File: config.mk
export PLATFORM = sky130hd
export DESIGN_NAME = elevator_request_scheduler
export DESIGN_NICKNAME = d
export VERILOG_FILES = /design/src/rtl/elevator_pkg.sv /design/src/rtl/elevator_request_scheduler_floor_priority_finder.sv /design/src/rtl/elevator_request_scheduler.sv
export SDC_FILE = /design/constraint.sdc
export NUM_CORES = 1
export LEC_CHECK = 0
export CAP_MARGIN = 20
export CORE_MARGIN = 8
export CORE_UTILIZATION = 40
export DETAILED_ROUTE_END_ITERATION = 8
export GPL_TIMING_DRIVEN = 0
export SETUP_SLACK_MARGIN = 0.3
export SKIP_LAST_GASP = 1
export SLEW_MARGIN = 20
export SYNTH_ARGS = -nofsm -noshare
export SYNTH_HDL_FRONTEND = slang
export SYNTH_SLANG_ARGS = --single-unit
File: constraint.sdc
create_clock -name clk -period 4.7 [get_ports clk]
set_input_delay 0.94 -clock clk [delete_from_list [all_inputs] [get_ports clk]]
set_output_delay 0.94 -clock clk [all_outputs]
set_load 0.01 [all_outputs]
File: src/rtl/elevator_pkg.sv
// -----------------------------------------------------------------------------
// elevator_pkg
// Shared definitions for the elevator request scheduler and the car model:
// default floor count, floor-index width and the travel-direction enum.
// -----------------------------------------------------------------------------
package elevator_pkg;

   localparam int DEFAULT_NUM_FLOORS = 8;
   localparam int DEFAULT_FLOOR_W    = $clog2(DEFAULT_NUM_FLOORS);

   typedef enum logic [1:0] {
      IDLE = 2'd0,
      UP   = 2'd1,
      DOWN = 2'd2
   } dir_t;

endpackage

File: src/rtl/elevator_request_scheduler_floor_priority_finder.sv
// -----------------------------------------------------------------------------
// floor_priority_finder
// Combinational search of the pending-request bitmap relative to the car.
// Ports:
//   pending      in  NUM_FLOORS  pending-request bitmap, bit i = floor i
//   cur_floor    in  FLOOR_W     car's current floor
//   above_found  out 1           some floor strictly above cur_floor is pending
//   above_floor  out FLOOR_W     lowest pending floor strictly above cur_floor
//   below_found  out 1           some floor strictly below cur_floor is pending
//   below_floor  out FLOOR_W     highest pending floor strictly below cur_floor
// The floor at cur_floor itself is never reported; it is served by arrival.
// -----------------------------------------------------------------------------
import elevator_pkg::*;

module floor_priority_finder #(
   parameter int NUM_FLOORS = DEFAULT_NUM_FLOORS,
   parameter int FLOOR_W    = $clog2(NUM_FLOORS)
) (
   input  logic [NUM_FLOORS-1:0] pending,
   input  logic [FLOOR_W-1:0]    cur_floor,
   output logic                  above_found,
   output logic [FLOOR_W-1:0]    above_floor,
   output logic                  below_found,
   output logic [FLOOR_W-1:0]    below_floor
);

   // Nearest pending floor above the car. Scanning from the top floor down
   // means the last hit written is the lowest floor above cur_floor.
   always_comb begin
      above_found = 1'b0;
      above_floor = '0;
      for (int i = NUM_FLOORS - 1; i >= 0; i--) begin
         if (pending[i] && (FLOOR_W'(i) > cur_floor)) begin
            above_found = 1'b1;
            above_floor = FLOOR_W'(i);
         end
      end
   end

   // Nearest pending floor below the car. Scanning from floor 0 upward
   // means the last hit written is the highest floor below cur_floor.
   always_comb begin
      below_found = 1'b0;
      below_floor = '0;
      for (int i = 0; i < NUM_FLOORS; i++) begin
         if (pending[i] && (FLOOR_W'(i) < cur_floor)) begin
            below_found = 1'b1;
            below_floor = FLOOR_W'(i);
         end
      end
   end

endmodule

File: src/rtl/elevator_request_scheduler.sv
// -----------------------------------------------------------------------------
// elevator_request_scheduler
// Keeps a bitmap of pending floor requests and drives a direction FSM
// (IDLE/UP/DOWN) that tells the car where to go next.
// Ports:
//   clk                in  1           single clock, rising edge
//   reset              in  1           synchronous, active-low reset
//   req_valid          in  1           one-cycle pulse, floor button pressed
//   req_floor          in  FLOOR_W     requested floor, sampled with req_valid
//   cur_floor          in  FLOOR_W     car's current floor
//   arrived            in  1           one-cycle pulse, car stopped at cur_floor
//   queue_status       out NUM_FLOORS  pending-request bitmap
//   queue_empty        out 1           registered "no requests pending"
//   destination_floor  out FLOOR_W     next floor the car travels to
//   up_ndown           out 1           travel direction, 1=up 0=down
//   req_err            out 1           one-cycle pulse, out-of-range request
// -----------------------------------------------------------------------------
import elevator_pkg::*;

module elevator_request_scheduler #(
   parameter int NUM_FLOORS = DEFAULT_NUM_FLOORS,
   parameter int FLOOR_W    = $clog2(NUM_FLOORS)
) (
   input  logic                  clk,
   input  logic                  reset,
   input  logic                  req_valid,
   input  logic [FLOOR_W-1:0]    req_floor,
   input  logic [FLOOR_W-1:0]    cur_floor,
   input  logic                  arrived,
   output logic [NUM_FLOORS-1:0] queue_status,
   output logic                  queue_empty,
   output logic [FLOOR_W-1:0]    destination_floor,
   output logic                  up_ndown,
   output logic                  req_err
);

   localparam logic [FLOOR_W:0] FLOOR_LIMIT = (FLOOR_W + 1)'(NUM_FLOORS);

   dir_t                  state;
   logic                  req_in_range;
   logic [NUM_FLOORS-1:0] set_mask;
   logic [NUM_FLOORS-1:0] clr_mask;
   logic                  cur_pending;
   logic                  above_found;
   logic [FLOOR_W-1:0]    above_floor;
   logic                  below_found;
   logic [FLOOR_W-1:0]    below_floor;

   assign req_in_range = ({1'b0, req_floor} < FLOOR_LIMIT);

   // Decode the request and arrival into one-hot set/clear masks. Any
   // out-of-range floor simply matches no bit, so it cannot touch the queue.
   always_comb begin
      set_mask    = '0;
      clr_mask    = '0;
      cur_pending = 1'b0;
      for (int i = 0; i < NUM_FLOORS; i++) begin
         set_mask[i] = req_valid && req_in_range && (req_floor == FLOOR_W'(i));
         clr_mask[i] = arrived && (cur_floor == FLOOR_W'(i));
         cur_pending = cur_pending | (queue_status[i] && (cur_floor == FLOOR_W'(i)));
      end
   end

   // Pending-request bitmap. The clear is applied after the set so that a
   // button press at the floor where the car is arriving counts as served.
   // The error pulse is registered alongside so it lands one cycle after
   // the offending request.
   always_ff @(posedge clk) begin
      if (!reset) begin
         queue_status <= '0;
         req_err      <= 1'b0;
      end else begin
         queue_status <= (queue_status | set_mask) & ~clr_mask;
         req_err      <= req_valid && !req_in_range;
      end
   end

   floor_priority_finder #(
      .NUM_FLOORS (NUM_FLOORS),
      .FLOOR_W    (FLOOR_W)
   ) u_finder (
      .pending     (queue_status),
      .cur_floor   (cur_floor),
      .above_found (above_found),
      .above_floor (above_floor),
      .below_found (below_found),
      .below_floor (below_floor)
   );

   // Direction FSM working on the registered bitmap, so every output here
   // trails the bitmap change by one cycle. The car keeps its direction as
   // long as work remains ahead and only turns around when nothing is left
   // that way; a newly pending floor closer than the current target is
   // picked up automatically because the finder always returns the nearest.
   // A request at the car's own floor is only ever chosen while IDLE, and
   // destination/direction simply hold whenever nothing else qualifies.
   always_ff @(posedge clk) begin
      if (!reset) begin
         state             <= IDLE;
         destination_floor <= '0;
         up_ndown          <= 1'b1;
         queue_empty       <= 1'b1;
      end else begin
         queue_empty <= (queue_status == '0);
         case (state)
            IDLE: begin
               if (above_found) begin
                  state             <= UP;
                  destination_floor <= above_floor;
                  up_ndown          <= 1'b1;
               end else if (below_found) begin
                  state             <= DOWN;
                  destination_floor <= below_floor;
                  up_ndown          <= 1'b0;
               end else if (cur_pending) begin
                  destination_floor <= cur_floor;
               end
            end
            UP: begin
               if (above_found) begin
                  destination_floor <= above_floor;
                  up_ndown          <= 1'b1;
               end else if (below_found) begin
                  state             <= DOWN;
                  destination_floor <= below_floor;
                  up_ndown          <= 1'b0;
               end else begin
                  state <= IDLE;
               end
            end
            DOWN: begin
               if (below_found) begin
                  destination_floor <= below_floor;
                  up_ndown          <= 1'b0;
               end else if (above_found) begin
                  state             <= UP;
                  destination_floor <= above_floor;
                  up_ndown          <= 1'b1;
               end else begin
                  state <= IDLE;
               end
            end
            default: begin
               state <= IDLE;
            end
         endcase
      end
   end

endmodule

After elaboration in Yosys (flattened, before gate mapping) --
Index checks and enable logic that the tools add are counted.
Storage, ports and cells: output and inout port bits 14, register bits after elaboration 15, logic and storage cells 155
Operators by class: $lt $le $gt $ge 16, bitwise operators 10, reduce and logical (&&, ||, !) cells 50, equal/unequal tests 23, muxes and demuxes 51
Operators with widths (number):
- $mux W3 | 19
- $logic_and A1 B1 Y1 | 40
- $eq A3 B3 Y1 const B | 8
- $mux W1 | 22
- $mux W2 | 7
- $eq A3 B2 Y1 const B | 4
- $gt A3 B3 Y1 const A | 4
- $lt A3 B3 Y1 const A | 4
- $ne A3 B3 Y1 const B | 3
- $pmux W3 S3 | 1
- $and A8 B8 Y8 | 1
- $logic_not A8 Y1 | 1
- $not A8 Y8 | 1
- $or A8 B8 Y8 | 1
- $or A1 B1 Y1 | 7
- $eq A3 B1 Y1 const B | 2
- $gt A1 B3 Y1 const A | 2
- $gt A2 B3 Y1 const A | 2
- $logic_not A3 Y1 | 2
- $lt A1 B3 Y1 const A | 2
- $lt A2 B3 Y1 const A | 2
- $pmux W2 S3 | 1
- $reduce_and A3 Y1 | 2
- $ne A2 B2 Y1 const B | 2
- 10 further kinds | 10

Longest topological paths before layout --
depth in word-level cells 13, depth in mapped cells 9, mapped depth without buffers 7

Cells and area by module --
From an unflattened synthesis, not the netlist that was laid out.
Second synthesis, totals: cells, all modules 178, area, all modules 1351.3 um^2
By module, submodules not included:
- elevator_request_scheduler | sequential area each 300.3 um^2, cells an instance 122, instances 1, area each 1014.7 um^2
- floor_priority_finder | sequential area each 0.0 um^2, cells an instance 56, instances 1, area each 336.6 um^2

Least setup slack after synthesis --
OpenSTA, ideal clock, no wires.
kind input to register, start point input cur_floor[1], end point register destination_floor[1], arrival time 2.596 ns, setup time 0.119 ns, stages on the path 9, setup slack 1.985 ns, path buffers 2, data required time 4.581 ns, cells stage by stage buf_4 buf_2 a21oi_1 a211oi_1 a21oi_1 a311o_1 a21oi_1 o21ai_0 o221a_2
On the way: cells in the longest elaborated chain, start to end 13, elaborated cells on any way between the ends 97
Ends and longest elaborated chain:
- start: declaration | RTL line elevator_request_scheduler.sv:28 | input logic [FLOOR_W-1:0] cur_floor,
- $gt A3 B3 Y1 or $lt A1 B3 Y1 (tied branches) | RTL line elevator_request_scheduler_floor_priority_finder.sv:33, elevator_request_scheduler_floor_priority_finder.sv:46
- $logic_and A1 B1 Y1 (on tied branches) | RTL line elevator_request_scheduler_floor_priority_finder.sv:33, elevator_request_scheduler_floor_priority_finder.sv:46
- $mux W3 or $mux W1 (tied branches) (8 in series) | RTL line elevator_request_scheduler_floor_priority_finder.sv:33, elevator_request_scheduler_floor_priority_finder.sv:46
- $mux W3 (on tied branches) | RTL line elevator_request_scheduler.sv:135, elevator_request_scheduler.sv:111
- $mux W3 (on tied branches) | RTL line elevator_request_scheduler.sv:132, elevator_request_scheduler.sv:107
- $pmux W3 S3 | RTL line elevator_request_scheduler.sv:105 | case (state)
- end signal: assignment | RTL line elevator_request_scheduler.sv:109 | destination_floor <= above_floor;
- end signal: assignment | RTL line elevator_request_scheduler.sv:133 | destination_floor <= below_floor;
- end signal: assignment | RTL line elevator_request_scheduler.sv:137 | destination_floor <= above_floor;
- end: declaration | RTL line elevator_request_scheduler.sv:32 | output logic [FLOOR_W-1:0] destination_floor,
Several ways; a longest one is shown, not always the timed one. The select of a mux whose other input is x is not followed. A chain may end at the register's enable or synchronous reset.

Worst setup path after layout --
start point input cur_floor[2], end point register destination_floor[1]
The elaborated chain is that of the path after synthesis.

==> impl_results.md <==
- First-pass GRT wire length: 6.272 mm
- RSZ-0062 raised after global routing: no
- Area Overhead vs Synth: 22.89%
- Wirelength, routed: ~3.7 mm
- Global route overflow: 0
- Synth top area share: between 20% and 30%
- Via Count: around 1400
- Ant. Diodes: 0
- Sequential Power Share: 36.4%
- Ys async rst share: 0%
- # resized after CTS: 0
- CTS clk-pin slew, worst paths: around 110 ps
- Die area: between 0.005 and 0.006 sq mm
- Root Driver: clkbuf_4
- Combinational Power Share: approximately 45%
- Layout cells sized above 1: 13.54%
- Hold Path Class: flop to flop
- Die Y: approximately 73 microns
- IO Pins: 24
- Sink Count: 15
- Post-synth top area cell: dfxtp_1
- Number of iterations in the first detailed-routing pass: 4
- Port Buffer Count: 21
- Overall power: ~0.00044 W
- H-Tree Depth: 1
- Leading cell types in the layout, fill and taps excluded: 21 x clkdlybuf4s50_1, 15 x o21ai_0, 15 x a21oi_1, 15 x dfxtp_1, 14 x nand2_1
- Post-Syn Instances: between 150 and 200
- Sw frac: a little under two fifths
- Die X-Extent: about 73 microns
- Final core utilization: between 50% and 60%
- WL per Instance: 15.88 microns
- P_int: around 0.00027 W
- Fin cells: approximately 240
- Initial antenna violation count: 0
- DR iter-0 viols: 75
- Status: complete, no violations
- Top cell by count, worst path: o21ai_0
- Synthesized area: approximately 0.0013 sq mm
- Main synth FF type: dfxtp_1
- Worst Tran Pin Value: 554.2 ps
- R2R setup slack: 2200 ps
- Worst path slowest cell: clkdlybuf4s50_1
- Dpl cells: between 200 and 250
- Post-DR vias/cell: 5.949
- Worst Skew: roughly 5.2 ps
- Largest net degree at the start of global routing: 11
- Yosys reg bits: 15
- P_sw: between 0.00015 and 0.0002 W
- Total CTS buffers: 3
- Register area share after synthesis: between 20% and 30%
- Hold Violations, Final: 0
- CP max FO: 10
- Ys Warns: 0
- CORE AREA: roughly 0.0031 sq mm
- Crit path required time: about 4900 ps
- CTS tree: built
- Fillers: approximately 330
- Nets: 207
- Mapped Nets: about 180
- Max Clock Freq: 0.3137 GHz
- Clk buf depth: 2
- Max Cap Violations: 0
- DRC: 0
- Leakage: ~0.56 nW
- Main area contributors after synthesis: dfxtp_1 23%, a21oi_1 5.8%, o21ai_0 5.8%, o221a_2 5.2%, nand2_1 4.1%
- CP startpoint kind: input port
- Max-slew violations: 0
- Final period utilization: 67.83%
- # rows: 20
- Tmin final: between 3000 and 4000 ps
- Commonest non-fill, non-tap cell in the layout: clkdlybuf4s50_1
- Hold-fix buffers, CTS: 0
- Element type at the critical path end: flop
- Final setup vio count: 0
- Slew headroom: ~63%
- Mean post-synth cell area: slightly below 8 sq um
- Worst path max stage delay: 580 ps
- Kind of critical path: input port to flop
- CP Data Arrival Time: around 3400 ps
- VDD IR-drop max: 0.0001597 V
- Effective utilization at floorplan: 42.25%
- Fin Hold WS: 507.5 ps
- Number of enable flip-flop cells after synthesis: 0
- Post-CTS setup buffer count: 0
- Placer congestion estimate: approximately 0.86
- Final ANT Viol Nets: 0
- Critical-path cell list: clkdlybuf4s50_1 > buf_4 > buf_2 > nand2_1 > o21ai_0 > nand3_1 > a311o_1 > a21oi_1 > o21ai_0 > o221a_2
- TNS Setup: 0 ps
- Worst-Skew Late Latency: roughly 300 ps
- HPWL after DPL: approximately 3 mm
- PD cells: 274.9 mW/mm^2
- Count of different cell masters after synthesis: 59
- Number of global-route vias before repair: around 1300
- Clock Power Share: between 10% and 20%
- Overall fraction of global-route tracks in use: 14.50%
[cells in the mapped netlist (all sizes together), types with 2 or more instances]
cell type,count
o221a,6
and2,2
a211oi,2
nand2,14
nor3b,3
nand2b,4
nor2,14
buf,7
clkbuf,4
dfxtp,15
a221oi,2
nor3,2
mux2i,4
a21boi,2
ha,4
inv,9
o21ai,17
o21a,2
nand3,3
a22oi,2
a31oi,6
o32ai,2
a21oi,15
[cell type report]
class	instances	area [sq um]	area share, %
Buffer	11	62.56	3.946
Clock buffer	3	22.52	1.421
Clock inverter	1	7.507	0.4736
Inverter	9	33.78	2.131
Multi-Input combinational cell	132	893.4	56.35
Sequential cell	15	300.3	18.94
Tap cell	44	55.05	3.473
Timing Repair Buffer	21	210.2	13.26
[through the flow]
step	instance area, sq um	worst slack [ps]
floorplan	1290	1985
global placement	1555	1233
detailed placement	1555	1215
CTS	1585	1525
global route	1585	1264
finish	1585	1512
[power groups by stage]
stage	clock [W]	sequential [W]	combinational [W]
after floorplan	0	0.000166	0.000120
after global placement	0	0.000160	0.000194
after detailed placement	0	0.000161	0.000195
after CTS	0.0000838	0.000158	0.000196
after global routing	0.0000885	0.000161	0.000217
final	0.0000816	0.000158	0.000196
[registers in the layout, indices dropped and copies added, names as in the netlist]
signal,count
queue_status,8
destination_floor,3
state,2
queue_empty,1
up_ndown,1
[final timing paths]
check                        from                    to  cells after the start
hold reg to reg          state[0]              state[0]                      2
setup / recovery     cur_floor[2]  destination_floor[1]                     10
hold / removal           state[0]              state[0]                      2
setup reg to reg  queue_status[1]              state[0]                      7
[critical path: cells and delay by family]
| kind | cells | cell delay (ps) |
|---|---|---|
| AOI/OAI and AO/OA | 5 | 1250 |
| buffers and inverters | 3 | 1010 |
| and+or+nand+nor | 2 | 190 |
[cell families (layout without fill, tap and decap cells)]
| kind of cell | after synthesis | in the layout | synth area share (%) |
|---|---|---|---|
| AOI/OAI and AO/OA | 73 | 73 | 41.42 |
| adders and majority gates | 4 | 4 | 3.880 |
| buffers and inverters | 20 | 45 | 7.468 |
| DFF | 15 | 15 | 23.28 |
| muxes | 4 | 4 | 3.104 |
| other | 1 | 1 | 0.2907 |
| and+or+nand+nor | 50 | 50 | 20.56 |
[routing by layer]
layer | vias to the layer above | track usage (%) | wire length, microns
li1 | 685 | - | -
met1 | 674 | 18.36 | 1754
met2 | 39 | 24.06 | 1771
met3 | 6 | 3.297 | 173
met4 | 0 | 3.333 | 49
met5 | - | 0 | 0
Power figures use the tool's default switching activity.
